<file path="src/rtl/corelet_seq.sv">
// corelet_seq: runs one corelet tile per start (weights -> L0 -> kernel load, activations -> L0 -> execute,
// OFIFO -> PMEM, then an SFP accumulate/ReLU pass when SEQ_SFP_EN is defined); outputs registered, busy one cycle after start.
// Only DRAIN waits: it stalls on ofifo_valid for at most drain_max cycles, then sets sticky err and finishes.
module corelet_seq #(
   parameter int row        = 8,
   parameter int col        = 8,
   parameter int addr_bw    = 11,
   parameter int len_bw     = 8,
   parameter int inst_width = 35,
   parameter int drain_max  = 32
) (
   input  logic                  clk,
   input  logic                  reset,
   input  logic                  start,
   input  logic [addr_bw-1:0]    w_base,
   input  logic [addr_bw-1:0]    a_base,
   input  logic [addr_bw-1:0]    p_base,
   input  logic [len_bw-1:0]     len,
   input  logic                  ofifo_valid,
   output logic [inst_width-1:0] inst,
   output logic                  busy,
   output logic                  done,
   output logic                  err
);

   // instruction bus field positions
`ifdef SEQ_SFP_EN
   localparam int SFP_RELU  = 34;
   localparam int SFP_ACC   = 33;
`endif
   localparam int CEN_PMEM  = 32;
   localparam int WEN_PMEM  = 31;
   localparam int A_PMEM_LO = 20;
   localparam int CEN_XMEM  = 19;
   localparam int WEN_XMEM  = 18;
   localparam int A_XMEM_LO = 7;
   localparam int OFIFO_RD  = 6;
   localparam int L0_RD     = 3;
   localparam int L0_WR     = 2;
   localparam int EXEC_BIT  = 1;
   localparam int KLOAD_BIT = 0;

   // both SRAM chip enables deasserted, everything else quiet
   localparam logic [inst_width-1:0] INST_IDLE = inst_width'(35'h1_0008_0000);

   // phase counter must hold col (weight/L0 phases), drain_max and len+1 (fill and SFP phases)
   localparam int PH_MAX = ((col > row) ? col : row) + 1;
   localparam int FIX_W  = $clog2(((PH_MAX > drain_max) ? PH_MAX : drain_max) + 1);
   localparam int CW     = (FIX_W > len_bw + 1) ? FIX_W : len_bw + 1;

   typedef enum logic [3:0] {
      IDLE,
      W_FILL,
      W_LOAD,
      A_FILL,
      EXEC,
      DRAIN,
      O_READ,
`ifdef SEQ_SFP_EN
      SFP,
`endif
      DONE
   } state_t;

   state_t                  state, state_n;
   logic [CW-1:0]           cnt, cnt_n, cnt_inc;
   logic [CW-1:0]           len_qe, len_e;
   logic [addr_bw-1:0]      w_q, a_q, p_q, w_n, a_n, p_n;
   logic [len_bw-1:0]       len_q, len_n;
   logic [inst_width-1:0]   inst_n;
   logic                    busy_n, done_n, err_n;

   // next state/counter, then decode the registered outputs from that next state so they line up with it
   always_comb begin
      state_n = state;
      cnt_n   = '0;
      cnt_inc = cnt + CW'(1);
      err_n   = err;
      w_n     = w_q;
      a_n     = a_q;
      p_n     = p_q;
      len_n   = len_q;
      len_qe  = CW'(len_q);
      len_e   = '0;
      inst_n  = INST_IDLE;
      busy_n  = 1'b1;
      done_n  = 1'b0;

      case (state)
         IDLE: begin
            if (start) begin
               if (len != '0) begin
                  state_n = W_FILL;
                  w_n     = w_base;
                  a_n     = a_base;
                  p_n     = p_base;
                  len_n   = len;
                  err_n   = 1'b0;
               end else begin
                  // empty tile: finish without touching SRAM or L0
                  state_n = DONE;
               end
            end
         end
         W_FILL: begin
            if (cnt == CW'(col)) state_n = W_LOAD;
            else                 cnt_n   = cnt_inc;
         end
         W_LOAD: begin
            if (cnt == CW'(col - 1)) state_n = A_FILL;
            else                     cnt_n   = cnt_inc;
         end
         A_FILL: begin
            if (cnt == len_qe) state_n = EXEC;
            else               cnt_n   = cnt_inc;
         end
         EXEC: begin
            if (cnt == len_qe - CW'(1)) state_n = DRAIN;
            else                        cnt_n   = cnt_inc;
         end
         DRAIN: begin
            // data arriving on the last allowed cycle still wins over the timeout
            if (ofifo_valid) begin
               state_n = O_READ;
            end else if (cnt == CW'(drain_max - 1)) begin
               state_n = DONE;
               err_n   = 1'b1;
            end else begin
               cnt_n = cnt_inc;
            end
         end
         O_READ: begin
            if (cnt == len_qe) begin
`ifdef SEQ_SFP_EN
               state_n = SFP;
`else
               state_n = DONE;
`endif
            end else begin
               cnt_n = cnt_inc;
            end
         end
`ifdef SEQ_SFP_EN
         SFP: begin
            if (cnt == len_qe + CW'(1)) state_n = DONE;
            else                        cnt_n   = cnt_inc;
         end
`endif
         DONE:    state_n = IDLE;
         default: state_n = IDLE;
      endcase

      // output decode; SRAM data shows up one cycle after its address, so writes trail reads by one
      len_e = CW'(len_n);
      case (state_n)
         IDLE: busy_n = 1'b0;
         W_FILL: begin
            if (cnt_n < CW'(col)) begin
               inst_n[CEN_XMEM]                = 1'b0;
               inst_n[WEN_XMEM]                = 1'b1;
               inst_n[A_XMEM_LO +: addr_bw]    = w_n + addr_bw'(cnt_n);
            end
            if (cnt_n != '0) inst_n[L0_WR] = 1'b1;
         end
         W_LOAD: begin
            inst_n[L0_RD]     = 1'b1;
            inst_n[KLOAD_BIT] = 1'b1;
         end
         A_FILL: begin
            if (cnt_n < len_e) begin
               inst_n[CEN_XMEM]                = 1'b0;
               inst_n[WEN_XMEM]                = 1'b1;
               inst_n[A_XMEM_LO +: addr_bw]    = a_n + addr_bw'(cnt_n);
            end
            if (cnt_n != '0) inst_n[L0_WR] = 1'b1;
         end
         EXEC: begin
            inst_n[L0_RD]    = 1'b1;
            inst_n[EXEC_BIT] = 1'b1;
         end
         DRAIN: ;
         O_READ: begin
            if (cnt_n < len_e) inst_n[OFIFO_RD] = 1'b1;
            if (cnt_n != '0) begin
               inst_n[CEN_PMEM]             = 1'b0;
               inst_n[WEN_PMEM]             = 1'b0;
               inst_n[A_PMEM_LO +: addr_bw] = p_n + addr_bw'(cnt_n - CW'(1));
            end
         end
`ifdef SEQ_SFP_EN
         SFP: begin
            if (cnt_n < len_e) begin
               inst_n[CEN_PMEM]             = 1'b0;
               inst_n[WEN_PMEM]             = 1'b1;
               inst_n[A_PMEM_LO +: addr_bw] = p_n + addr_bw'(cnt_n);
            end
            if ((cnt_n != '0) && (cnt_n <= len_e)) inst_n[SFP_ACC] = 1'b1;
            if (cnt_n == len_e + CW'(1))            inst_n[SFP_RELU] = 1'b1;
         end
`endif
         DONE: begin
            busy_n = 1'b0;
            done_n = 1'b1;
         end
         default: busy_n = 1'b0;
      endcase
   end

   // state, phase counter, latched tile config and registered outputs
   always_ff @(posedge clk or posedge reset) begin
      if (reset) begin
         state <= IDLE;
         cnt   <= '0;
         w_q   <= '0;
         a_q   <= '0;
         p_q   <= '0;
         len_q <= '0;
         inst  <= INST_IDLE;
         busy  <= 1'b0;
         done  <= 1'b0;
         err   <= 1'b0;
      end else begin
         state <= state_n;
         cnt   <= cnt_n;
         w_q   <= w_n;
         a_q   <= a_n;
         p_q   <= p_n;
         len_q <= len_n;
         inst  <= inst_n;
         busy  <= busy_n;
         done  <= done_n;
         err   <= err_n;
      end
   end

endmodule
</file>
<file path="config.mk">
export PLATFORM = sky130hd
export DESIGN_NAME = corelet_seq
export DESIGN_NICKNAME = d
export VERILOG_FILES = /design/src/rtl/corelet_seq.sv
export SDC_FILE = /design/constraint.sdc
export NUM_CORES = 1
export LEC_CHECK = 0
export BUFFER_PORTS_ARGS = -buffer_cell sky130_fd_sc_hd__buf_2
export CAP_MARGIN = 0
export CELL_PAD_IN_SITES_DETAIL_PLACEMENT = 1
export CELL_PAD_IN_SITES_GLOBAL_PLACEMENT = 1
export CORE_AREA = 10 10 204 129
export DETAILED_ROUTE_END_ITERATION = 8
export DIE_AREA = 0 0 214 139
export PLACE_DENSITY_LB_ADDON = 0.05
export SYNTH_ARGS = -nofsm -noshare
export SYNTH_HDL_FRONTEND = slang
export SYNTH_SLANG_ARGS = --single-unit
</file>
<file path="constraint.sdc">
create_clock -name clk -period 4.6 [get_ports clk]
set_input_delay 0.92 -clock clk [delete_from_list [all_inputs] [get_ports clk]]
set_output_delay 0.92 -clock clk [all_outputs]
set_load 0.02 [all_outputs]
</file>
==> qor.txt <==
Fin crit share: 96.3%
Global-route wire length before repair: 30100 um
Most frequent cells in the layout: 85 x dfrtp_1, 77 x buf_2, 72 x buf_4
Synth Register Bits: 87
Dominant synthesized flop cell: dfrtp_1
Async set-reset flop share out of synthesis: 100%
Initial Utilization: 24.5%
Clock skew: 0.0115 ns
Largest net degree at the start of global routing: 62
FILL cells: 2597
Slew Limit Headroom: 46.0%
Via/cell ratio: 4.54
Largest family of logic cells by synthesized area: simple AND/OR/NAND/NOR gates
Wire per inst: 18.8 um
Setup crit start kind: register
Final core utilization: 32.3%
CP Capture Type: register
CTS tree: yes
Post-synth EDFFs: 0
CP top delay family: simple AND/OR/NAND/NOR gates
Crit-path cells: or4_4 > or3b_4 > a2111oi_4 > o2111ai_4 > a21oi_4 > buf_6 > nor2b_1 > buf_4 > ha_1 > a21o_1 > a21o_1 > a21oi_2 > o211ai_1 > buf_4 > or4_4 > o2bb2ai_4
Total gr overflow: 0
Slew Viols, Final: 0
Initial antenna violation count: 0
Die area: 29700 um2
Synth Area in XOR/XNOR: 6.79%
GPL Wtd Cong: 0.826
Vias in the first global route: 4993
RSZ-0062 raised after global routing: yes
Highest ir drop seen on vdd: 187 uV
Post-Synth Adder-Cell Area: 10.3%
Critical Path AT: 4.72 ns
Drt first pass iters: 4
Clock root cell: clkbuf_16
Post-synthesis cell type count: 72
Die width: 214 um
Leading cell type in the layout, fill and taps excluded: dfrtp_1
DR vias: 4607
Min-delay worst type: reg2reg
N_diodes: 0
Highest clock rate: 226 MHz
Syn avg cell area: 10.1 um2
Die Ht: 139 um
DR DRC count: 0
Final min period: 4.43 ns
CP max-delay cell: or4_4
Routed WL: 19100 um
Dpl hpwl: 15300 um
Max FO, Critical Path: 6
Total track usage: 13.0%
Htree depth: 3
Layout area overhead: 32.2%
Largest buffer count on any clock path: 2
Setup CP Type: reg2reg
PwrDens: 347 nW/um2
Total chip power: 2540 uW
Cell Area, Placed: 6780 um2
Endpoints failing setup: 0
Fin area: 7330 um2
Fraction of the mapped netlist area in simple logic gates: 16.5%
Worst-margin pin slew: 0.810 ns
Core Area: 22700 um2
Synthesized cell area: 5540 um2
Slowest stage delay, CP: 0.59 ns
# IOs: 83
ANT nets after route: 0
Port buffer count: 77
WP buf/inv: 3
Clk_lat worst skew: 0.36 ns
Post-Syn Instances: 550
Rows: 43
CTS buffer count: 9
Share of cells above drive strength 1: 34.7%
Clock slew at reported path FFs: 0.07 ns
Initial DRC Count: 217
Status: finished clean
Leak pwr: 0.00345 uW
Reported max-cap violation count: 0
Seq/Total Area, Yosys: 39.3%
Post-synthesis mux area share: 6.82%
Final hold vios: 0
Worst EP required: 4.89 ns
Synth warnings: 0
Post-synthesis compound-gate area fraction: 15.7%
Fin nets: 784
Clock sink count: 87
## cells by family after synthesis
family                     Yosys count
buffers and inverters               58
adders and majority gates           44
DFF                                 87
and+or+nand+nor                    168
other                                1
AOI/OAI and AO/OA                  115
xor gates and xnor gates            43
muxes                               34
## metrics by stage
stage                     hold slack (ns)  setup slack (ns)  setup TNS (ns)  std cells
after detailed placement            0.495            -0.194          -0.226        990
final                               0.507             0.171               0       1015
after floorplan                     0.473           -0.0520         -0.0520        555
after global routing                0.519           -0.0277         -0.0639       1015
after CTS                           0.512           0.00177               0       1011
after global placement              0.486            0.0880               0        990
## report_power, final
part | leakage (uW) | switching [uW] | internal (uW)
clock network | 0.000160 | 312 | 505
logic | 0.00218 | 447 | 373
registers | 0.00111 | 41.9 | 861
total | 0.00345 | 800 | 1740
## layer usage
metal | vias up | wire, um | track usage [%] | part of all wire [%]
li1 | 2248 | - | - | -
met1 | 2257 | 10400 | 19.1 | 55
met2 | 96 | 7760 | 18.4 | 41
met3 | 6 | 833 | 3.40 | 4.4
met4 | 0 | 72 | 3.03 | 0.38
met5 | - | 0 | 0 | 0
## worst paths after layout
| kind | slack (ns) | endpoint | depth (start not counted) | from |
|---|---|---|---|---|
| worst min-delay path | 0.51 | a_q[7] | 1 | a_q[7] |
| max in group asynchronous | 2.99 | inst[32] | 3 | reset |
| min in group asynchronous | 0.71 | p_q[10] | 2 | reset |
| worst max register to register | 0.17 | inst[8] | 16 | len_q[1] |
| worst min register to register | 0.51 | a_q[7] | 1 | a_q[7] |
| worst max-delay path | 0.17 | inst[8] | 16 | len_q[1] |
## layout make-up
cell class                      count  area, um2  area share, %
Multi-Input combinational cell    410       3300           45.0
Sequential cell                    87       2180           29.8
Timing Repair Buffer              153        997           13.6
Tap cell                          315        394           5.38
Clock buffer                       13        260           3.55
Inverter                           34        130           1.78
Clock inverter                      3       65.1          0.888
## cells in the mapped netlist, types with 3 or more instances
library cell  instances  area [um2]
nor2_1               41         154
dfrtp_1              85        2130
a22oi_1               8        60.1
a31oi_1               5        31.3
clkbuf_1             14        52.6
o21ai_0              18        90.1
mux2i_1               4        40.0
nor4_1                4        25.0
nand2b_1             16         100
nand2_1              28         105
xnor2_1              31         272
and3_1                7        43.8
or4_1                 4        30.0
buf_4                 5        37.5
o41ai_1               4        35.0
ha_1                 41         513
inv_1                34         128
a21o_1                8        60.1
mux2_2               30         338
nor2b_1              11        68.8
a21oi_1              22         110
or3_1                 9        56.3
nor3b_1               3        22.5
nand3_1              10        50.1
o21a_1                5        37.5
fa_1                  3        60.1
nand4_1               3        18.8
a22o_1                9        78.8
xor2_1               12         105
nor3_1               16        80.1
## sequential cells by signal, summed over array words and instances, names as in the netlist
signal  flops
a_q        11
busy        1
cnt         9
done        1
err         1
inst       30
len_q       8
p_q        11
state       4
w_q        11
## what timing repair did
action	CTS	global route
pin swaps	7	9
endpoints found under the setup margin	4	17
resized for setup	7	31
hold buffers	0	0
setup buffers	5	4
No activity file was read; power rests on OpenSTA's default activity.
